--- src/rtl/reset_sequencer_pkg.sv ---
// Shared definitions for the reset sequencer: FSM state encodings and the
// width helper for the shared hold/stagger down-counter.
package reset_sequencer_pkg;

    typedef enum logic [1:0] {
        S_SYNC = 2'd0,
        S_HOLD = 2'd1,
        S_REL  = 2'd2,
        S_RUN  = 2'd3
    } state_t;

    // clog2(max(hold, stagger)), never narrower than one bit.
    function automatic int unsigned cnt_width(input int unsigned hold, input int unsigned stagger);
        int unsigned m;
        m = (hold > stagger) ? hold : stagger;
        return (m <= 1) ? 1 : $clog2(m);
    endfunction

endpackage

--- src/rtl/reset_sequencer_if.sv ---
// Software request and per-channel reset bundle between the sequencer and its users.
interface reset_sequencer_if #(
    parameter int unsigned N_CH  = 3,
    parameter int unsigned CNT_W = 8
);
    logic             sw_req;
    logic [N_CH-1:0]  ch_mask;
    logic [N_CH-1:0]  rst_out;
    logic             ready;
    logic [CNT_W-1:0] seq_count;

    modport master (
        output sw_req, ch_mask,
        input  rst_out, ready, seq_count
    );

    modport slave (
        input  sw_req, ch_mask,
        output rst_out, ready, seq_count
    );
endinterface

--- src/rtl/reset_sequencer_rst_sync.sv ---
// Asynchronous-assert / synchronous-deassert reset synchroniser, STAGES flops deep.
module rst_sync #(
    parameter int unsigned STAGES = 2
) (
    input  logic clk,
    input  logic rst_n,
    output logic q
);
    logic [STAGES-1:0] chain;

    always_ff @(posedge clk or negedge rst_n) begin
        if (!rst_n) chain <= '0;
        else        chain <= {chain[STAGES-2:0], 1'b1};
    end

    assign q = chain[STAGES-1];
endmodule

--- src/rtl/reset_sequencer.sv ---
// Reset controller: synchronised release, programmable hold, staggered per-channel
// release in ascending order, and software re-reset of a masked channel subset.
module reset_sequencer
    import reset_sequencer_pkg::*;
#(
    parameter int unsigned N_CH        = 3,
    parameter int unsigned SYNC_STAGES = 2,
    parameter int unsigned HOLD_CYCLES = 4,
    parameter int unsigned STAGGER     = 2,
    parameter int unsigned CNT_W       = 8
) (
    input  logic              clk,
    input  logic              reset,
    reset_sequencer_if.slave  bus
);
    localparam int unsigned   CW        = cnt_width(HOLD_CYCLES, STAGGER);
    localparam logic [CW-1:0] HOLD_LOAD = CW'(HOLD_CYCLES - 1);
    localparam logic [CW-1:0] STAG_LOAD = CW'(STAGGER - 1);
    localparam logic [CNT_W-1:0] SEQ_MAX = {CNT_W{1'b1}};

    logic             sync_rst_n;
    state_t           state, state_n;
    logic [CW-1:0]    cnt, cnt_n;
    logic [N_CH-1:0]  pend, pend_n;
    logic [N_CH-1:0]  rst_out, rst_out_n;
    logic             ready, ready_n;
    logic [CNT_W-1:0] seq_count, seq_count_n;
    logic [N_CH-1:0]  first_c;
    logic [N_CH-1:0]  rest_c;
    logic             rel_c;

    rst_sync #(.STAGES(SYNC_STAGES)) u_sync (
        .clk   (clk),
        .rst_n (reset),
        .q     (sync_rst_n)
    );

    // Lowest still-pending active channel; unmasked indices never appear in pend.
    assign first_c = pend & (~pend + N_CH'(1));
    assign rest_c  = pend & ~first_c;

    always_ff @(posedge clk or negedge reset) begin
        if (!reset) begin
            state     <= S_SYNC;
            cnt       <= HOLD_LOAD;
            pend      <= '1;
            rst_out   <= '1;
            ready     <= 1'b0;
            seq_count <= '0;
        end else begin
            state     <= state_n;
            cnt       <= cnt_n;
            pend      <= pend_n;
            rst_out   <= rst_out_n;
            ready     <= ready_n;
            seq_count <= seq_count_n;
        end
    end

    // The S_SYNC exit edge is the first hold cycle, so hold length is counted
    // from the first edge that sees the synchronised release.
    always_comb begin
        state_n     = state;
        cnt_n       = cnt;
        pend_n      = pend;
        rst_out_n   = rst_out;
        ready_n     = ready;
        seq_count_n = seq_count;
        rel_c       = 1'b0;

        case (state)
            S_SYNC: begin
                if (sync_rst_n) begin
                    if (cnt == '0) begin
                        rel_c = 1'b1;
                    end else begin
                        cnt_n   = cnt - CW'(1);
                        state_n = S_HOLD;
                    end
                end
            end
            S_HOLD, S_REL: begin
                if (cnt == '0) rel_c = 1'b1;
                else           cnt_n = cnt - CW'(1);
            end
            S_RUN: begin
                if (bus.sw_req && (bus.ch_mask != '0)) begin
                    rst_out_n = rst_out | bus.ch_mask;
                    pend_n    = bus.ch_mask;
                    ready_n   = 1'b0;
                    cnt_n     = HOLD_LOAD;
                    state_n   = S_HOLD;
                end
            end
            default: state_n = S_SYNC;
        endcase

        if (rel_c) begin
            rst_out_n = rst_out & ~first_c;
            pend_n    = rest_c;
            if (rest_c == '0) begin
                state_n = S_RUN;
                ready_n = 1'b1;
                if (seq_count != SEQ_MAX) seq_count_n = seq_count + CNT_W'(1);
            end else begin
                state_n = S_REL;
                cnt_n   = STAG_LOAD;
            end
        end
    end

    assign bus.rst_out   = rst_out;
    assign bus.ready     = ready;
    assign bus.seq_count = seq_count;
endmodule

--- src/flat_wrapper.sv ---
// flat-port wrapper written by rule: the top's interface ports become plain ports
module reset_sequencer_flat import reset_sequencer_pkg::*;
#(
    parameter int unsigned N_CH        = 3,
    parameter int unsigned SYNC_STAGES = 2,
    parameter int unsigned HOLD_CYCLES = 4,
    parameter int unsigned STAGGER     = 2,
    parameter int unsigned CNT_W       = 8
)
  (clk, reset, bus_sw_req, bus_ch_mask, bus_rst_out, bus_ready, bus_seq_count);
  reset_sequencer_if #(.N_CH(N_CH), .CNT_W(CNT_W)) bus_i ();
  input  logic clk;
  input  logic reset;
  input wire logic [$bits(bus_i.sw_req)-1:0] bus_sw_req;
  input wire logic [$bits(bus_i.ch_mask)-1:0] bus_ch_mask;
  output wire logic [$bits(bus_i.rst_out)-1:0] bus_rst_out;
  output wire logic [$bits(bus_i.ready)-1:0] bus_ready;
  output wire logic [$bits(bus_i.seq_count)-1:0] bus_seq_count;
  assign bus_i.sw_req = bus_sw_req;
  assign bus_i.ch_mask = bus_ch_mask;
  assign bus_rst_out = bus_i.rst_out;
  assign bus_ready = bus_i.ready;
  assign bus_seq_count = bus_i.seq_count;
  reset_sequencer #(.N_CH(N_CH), .SYNC_STAGES(SYNC_STAGES), .HOLD_CYCLES(HOLD_CYCLES), .STAGGER(STAGGER), .CNT_W(CNT_W)) u_core (.clk(clk), .reset(reset), .bus(bus_i));
endmodule
--- config.mk ---
export PLATFORM = sky130hd
export DESIGN_NAME = reset_sequencer_flat
export DESIGN_NICKNAME = d
export VERILOG_FILES = /design/src/rtl/reset_sequencer_pkg.sv /design/src/rtl/reset_sequencer_if.sv /design/src/rtl/reset_sequencer_rst_sync.sv /design/src/rtl/reset_sequencer.sv /design/src/flat_wrapper.sv
export SDC_FILE = /design/constraint.sdc
export NUM_CORES = 1
export LEC_CHECK = 0
export ABC_AREA = 0
export CAP_MARGIN = 20
export CORE_MARGIN = 4
export CORE_UTILIZATION = 35
export DETAILED_ROUTE_END_ITERATION = 12
export DONT_BUFFER_PORTS = 1
export GPL_ROUTABILITY_DRIVEN = 0
export GPL_TIMING_DRIVEN = 0
export SKIP_LAST_GASP = 1
export SLEW_MARGIN = 20
export SYNTH_ARGS = -nofsm -noshare
export SYNTH_HDL_FRONTEND = slang
export SYNTH_SLANG_ARGS = --single-unit
--- constraint.sdc ---
create_clock -name clk -period 6.75 [get_ports clk]
set_clock_uncertainty 0.2 [all_clocks]
set_input_delay 1.35 -clock clk [delete_from_list [all_inputs] [get_ports clk]]
set_output_delay 1.35 -clock clk [all_outputs]
set_load 0.005 [all_outputs]
==> results.ini <==
[cells_and_area]
drive_gt1_frac = 0.178
syn_to_final_growth_pct = 6.13
layout_commonest_cell = dfrtp_1
antennaDiodeCount = 0
nets = 118
final_cell_mix = dfrtp_1 (13), nand2_1 (10), nand3_1 (10)

[global_routing]
grt_antenna_before_repair = 0
grtUsageTotal = 0.108
first_global_vias = 807
grt_busiest_layer = met2
grt_use_met1 = 0.129
grt_pass1_wl_mm = 3.50
gr-usage-met3 = 0.0551
grt_max_degree = 22
grt-ovfl-total = 0
grt_use_met2 = 0.174

[critical_path]
end_kind = flop
crit_arrival_ns = 2.48
worst_ep_required_time_ns = 6.74
worstPathMaxFanout = 9
regToRegSetupSlack_ns = 4.27
start_kind = flop
cp_cell_sequence = ha_1 -> or3_4 -> or3_1 -> buf_6 -> nor3_1 -> mux2_2
rr_worst_depth = 6
crit_type = reg2reg
cp_slowest_cell = or3_4
crit_path_max_incr_delay_ns = 0.42

[floorplan]
floorplan.initialDensity = 0.375
die-area_um2 = 3980
fp.dieW_um = 63.1
coreArea_um2 = 2830
die_h_um = 63.1
ioPinCount = 18
placementRows = 19

[timing]
worstMarginPinSlew_ns = 0.834
max_clock_freq_ghz = 0.403
fin_setup_tns_ns = 0
fin_crit_sh = 0.368
hold_violations = 0
slew-limit-headroom = 0.436
drv_slew = 0
min_period_ns = 2.48
hold_ws_ns = 0.165
setup_viol = 0
rsz0062_at_grt = false

[synth]
synth_area_per_cell_um2 = 10.3
synth_warnings = 0
synth_seq_cells = 21
syn-num-nets = 113
synth_area_um2 = 1060
netlist_instances = 103
synth_cell_types = 33
seq_area_frac_synth = 0.505

[cts]
numCtsBuffers = 3
post_cts_buffers = 0
htree_levels = 1
worstSkewPairLatency_ns = 0.29
tritoncts = done
clock_sinks = 21
ctsResizeCount = 0
cts.clk_slew.worst_paths_ns = 0.11
root_buffer = clkbuf_4
hold_buffers = 0
clk_path_buf_depth = 2

[power]
peakVddDrop_mv = 0.272
powerDensity_nw_per_um2 = 478
fin_total_pwr_w = 0.000539
leakage_nw = 0.484

[detailed_routing]
drt-initial-drc-count = 25
drtPass1Iterations = 4
via_count = 765
vias_per_cell = 5.54
postRouteAntennaNets = 0
totalWireLength_mm = 1.89
wl_per_cell_um = 13.7
drc = 0

[outcome]
outcome = finished, final reports clean

[worst_hold_path]
whs_path_depth = 0
hold_class = reg2reg

[job]
cap_violations = 0

[placement]
dp_hpwl_mm = 1.45
io_buffers = 0

state kept, by name (all words and copies together) (netlist names):
register and flops:
u_core.bus.seq_count 8, u_core.bus.rst_out 3, u_core.pend 3, u_core.cnt 2, u_core.state 2, u_core.u_sync.chain 2
u_core.bus.ready 1
layer usage:
| metal | up-vias | share of wire |
|---|---|---|
| met5 | - | 0 |
| met4 | 0 | 0.0069 |
| met3 | 2 | 0.081 |
| met2 | 16 | 0.46 |
| met1 | 370 | 0.45 |
| li1 | 377 | - |
kinds of logic after synthesis:
kind of cell,synth area share
AO/OA/AOI/OAI,0.126
XOR/XNOR,0.0413
adder cells (fa/ha/maj),0.0566
buffers and inverters,0.0389
flip-flops,0.505
multiplexers,0.0318
other,0.00353
AND/OR/NAND/NOR,0.197
report_power, final:
group	total [W]	internal (W)	switching, W
Sequential	0.000243	0.000190	0.0000532
Combinational	0.000237	0.000109	0.000128
Clock	0.0000579	0.0000230	0.0000349
Total	0.000539	0.000322	0.000216
cell type report:
type,count,area (um2)
Fill cell,287,1700
Multi-Input combinational cell,73,484
Tap cell,31,38.8
Sequential cell,21,536
Inverter,8,30.0
Buffer,1,11.3
Clock buffer,4,26.3
path summary, 6_finish.rpt:
kind / startpoint / endpoint
worst max-delay path: u_core.state[1] / u_core.bus.seq_count[6]
min in group asynchronous: reset / u_core.state[0]
worst min register to register: u_core.u_sync.chain[0] / u_core.u_sync.chain[1]
worst min-delay path: u_core.u_sync.chain[0] / u_core.u_sync.chain[1]
worst max register to register: u_core.state[1] / u_core.bus.seq_count[6]
max in group asynchronous: reset / u_core.bus.rst_out[1]
critical path: cells and delay by family, from the launching register on:
| kind | cells | cell delay [ns] |
|---|---|---|
| fa+ha+maj | 1 | 0.28 |
| flops | 1 | 0.41 |
| mux | 1 | 0.35 |
| buf+inv | 1 | 0.15 |
| simple gates | 3 | 0.98 |
Yosys cell counts:
cell type / n / area share
a222oi_1: 1 / 0.0094
nor4b_2: 1 / 0.014
a32oi_1: 2 / 0.017
a22oi_1: 1 / 0.0071
dfstp_2: 8 / 0.20
dfrtp_1: 13 / 0.31
a21bo_2: 1 / 0.0094
conb_1: 1 / 0.0035
nor3b_1: 1 / 0.0071
xor2_1: 5 / 0.041
nand3b_1: 1 / 0.0071
ha_1: 4 / 0.047
nand2_1: 10 / 0.035
o211ai_1: 1 / 0.0071
o311ai_0: 1 / 0.0083
buf_6: 1 / 0.011
nand3_1: 10 / 0.047
or3_1: 2 / 0.012
nand2b_1: 1 / 0.0059
nor3_1: 2 / 0.0094
mux2_2: 3 / 0.032
a21oi_1: 2 / 0.0094
o31ai_1: 1 / 0.0071
or3_4: 1 / 0.011
o32a_1: 1 / 0.0094
nor4_1: 2 / 0.012
or2_2: 1 / 0.0059
nor2_1: 7 / 0.025
nand4_1: 1 / 0.0059
maj3_1: 1 / 0.0094
inv_1: 8 / 0.028
o21ai_0: 6 / 0.028
a21o_1: 2 / 0.014
through the flow:
stage / cell area [um2] / util / worst slack (ns) / std cells
floorplan: 1060 / - / 4.15 / 103
global placement: 1100 / 0.389 / 3.73 / 134
detailed placement: 1100 / 0.389 / 4.09 / 134
CTS: 1130 / 0.398 / 4.25 / 138
global route: 1130 / 0.398 / 4.13 / 138
finish: 1130 / 0.398 / 4.27 / 138
No activity file was read; power rests on OpenSTA's default activity.
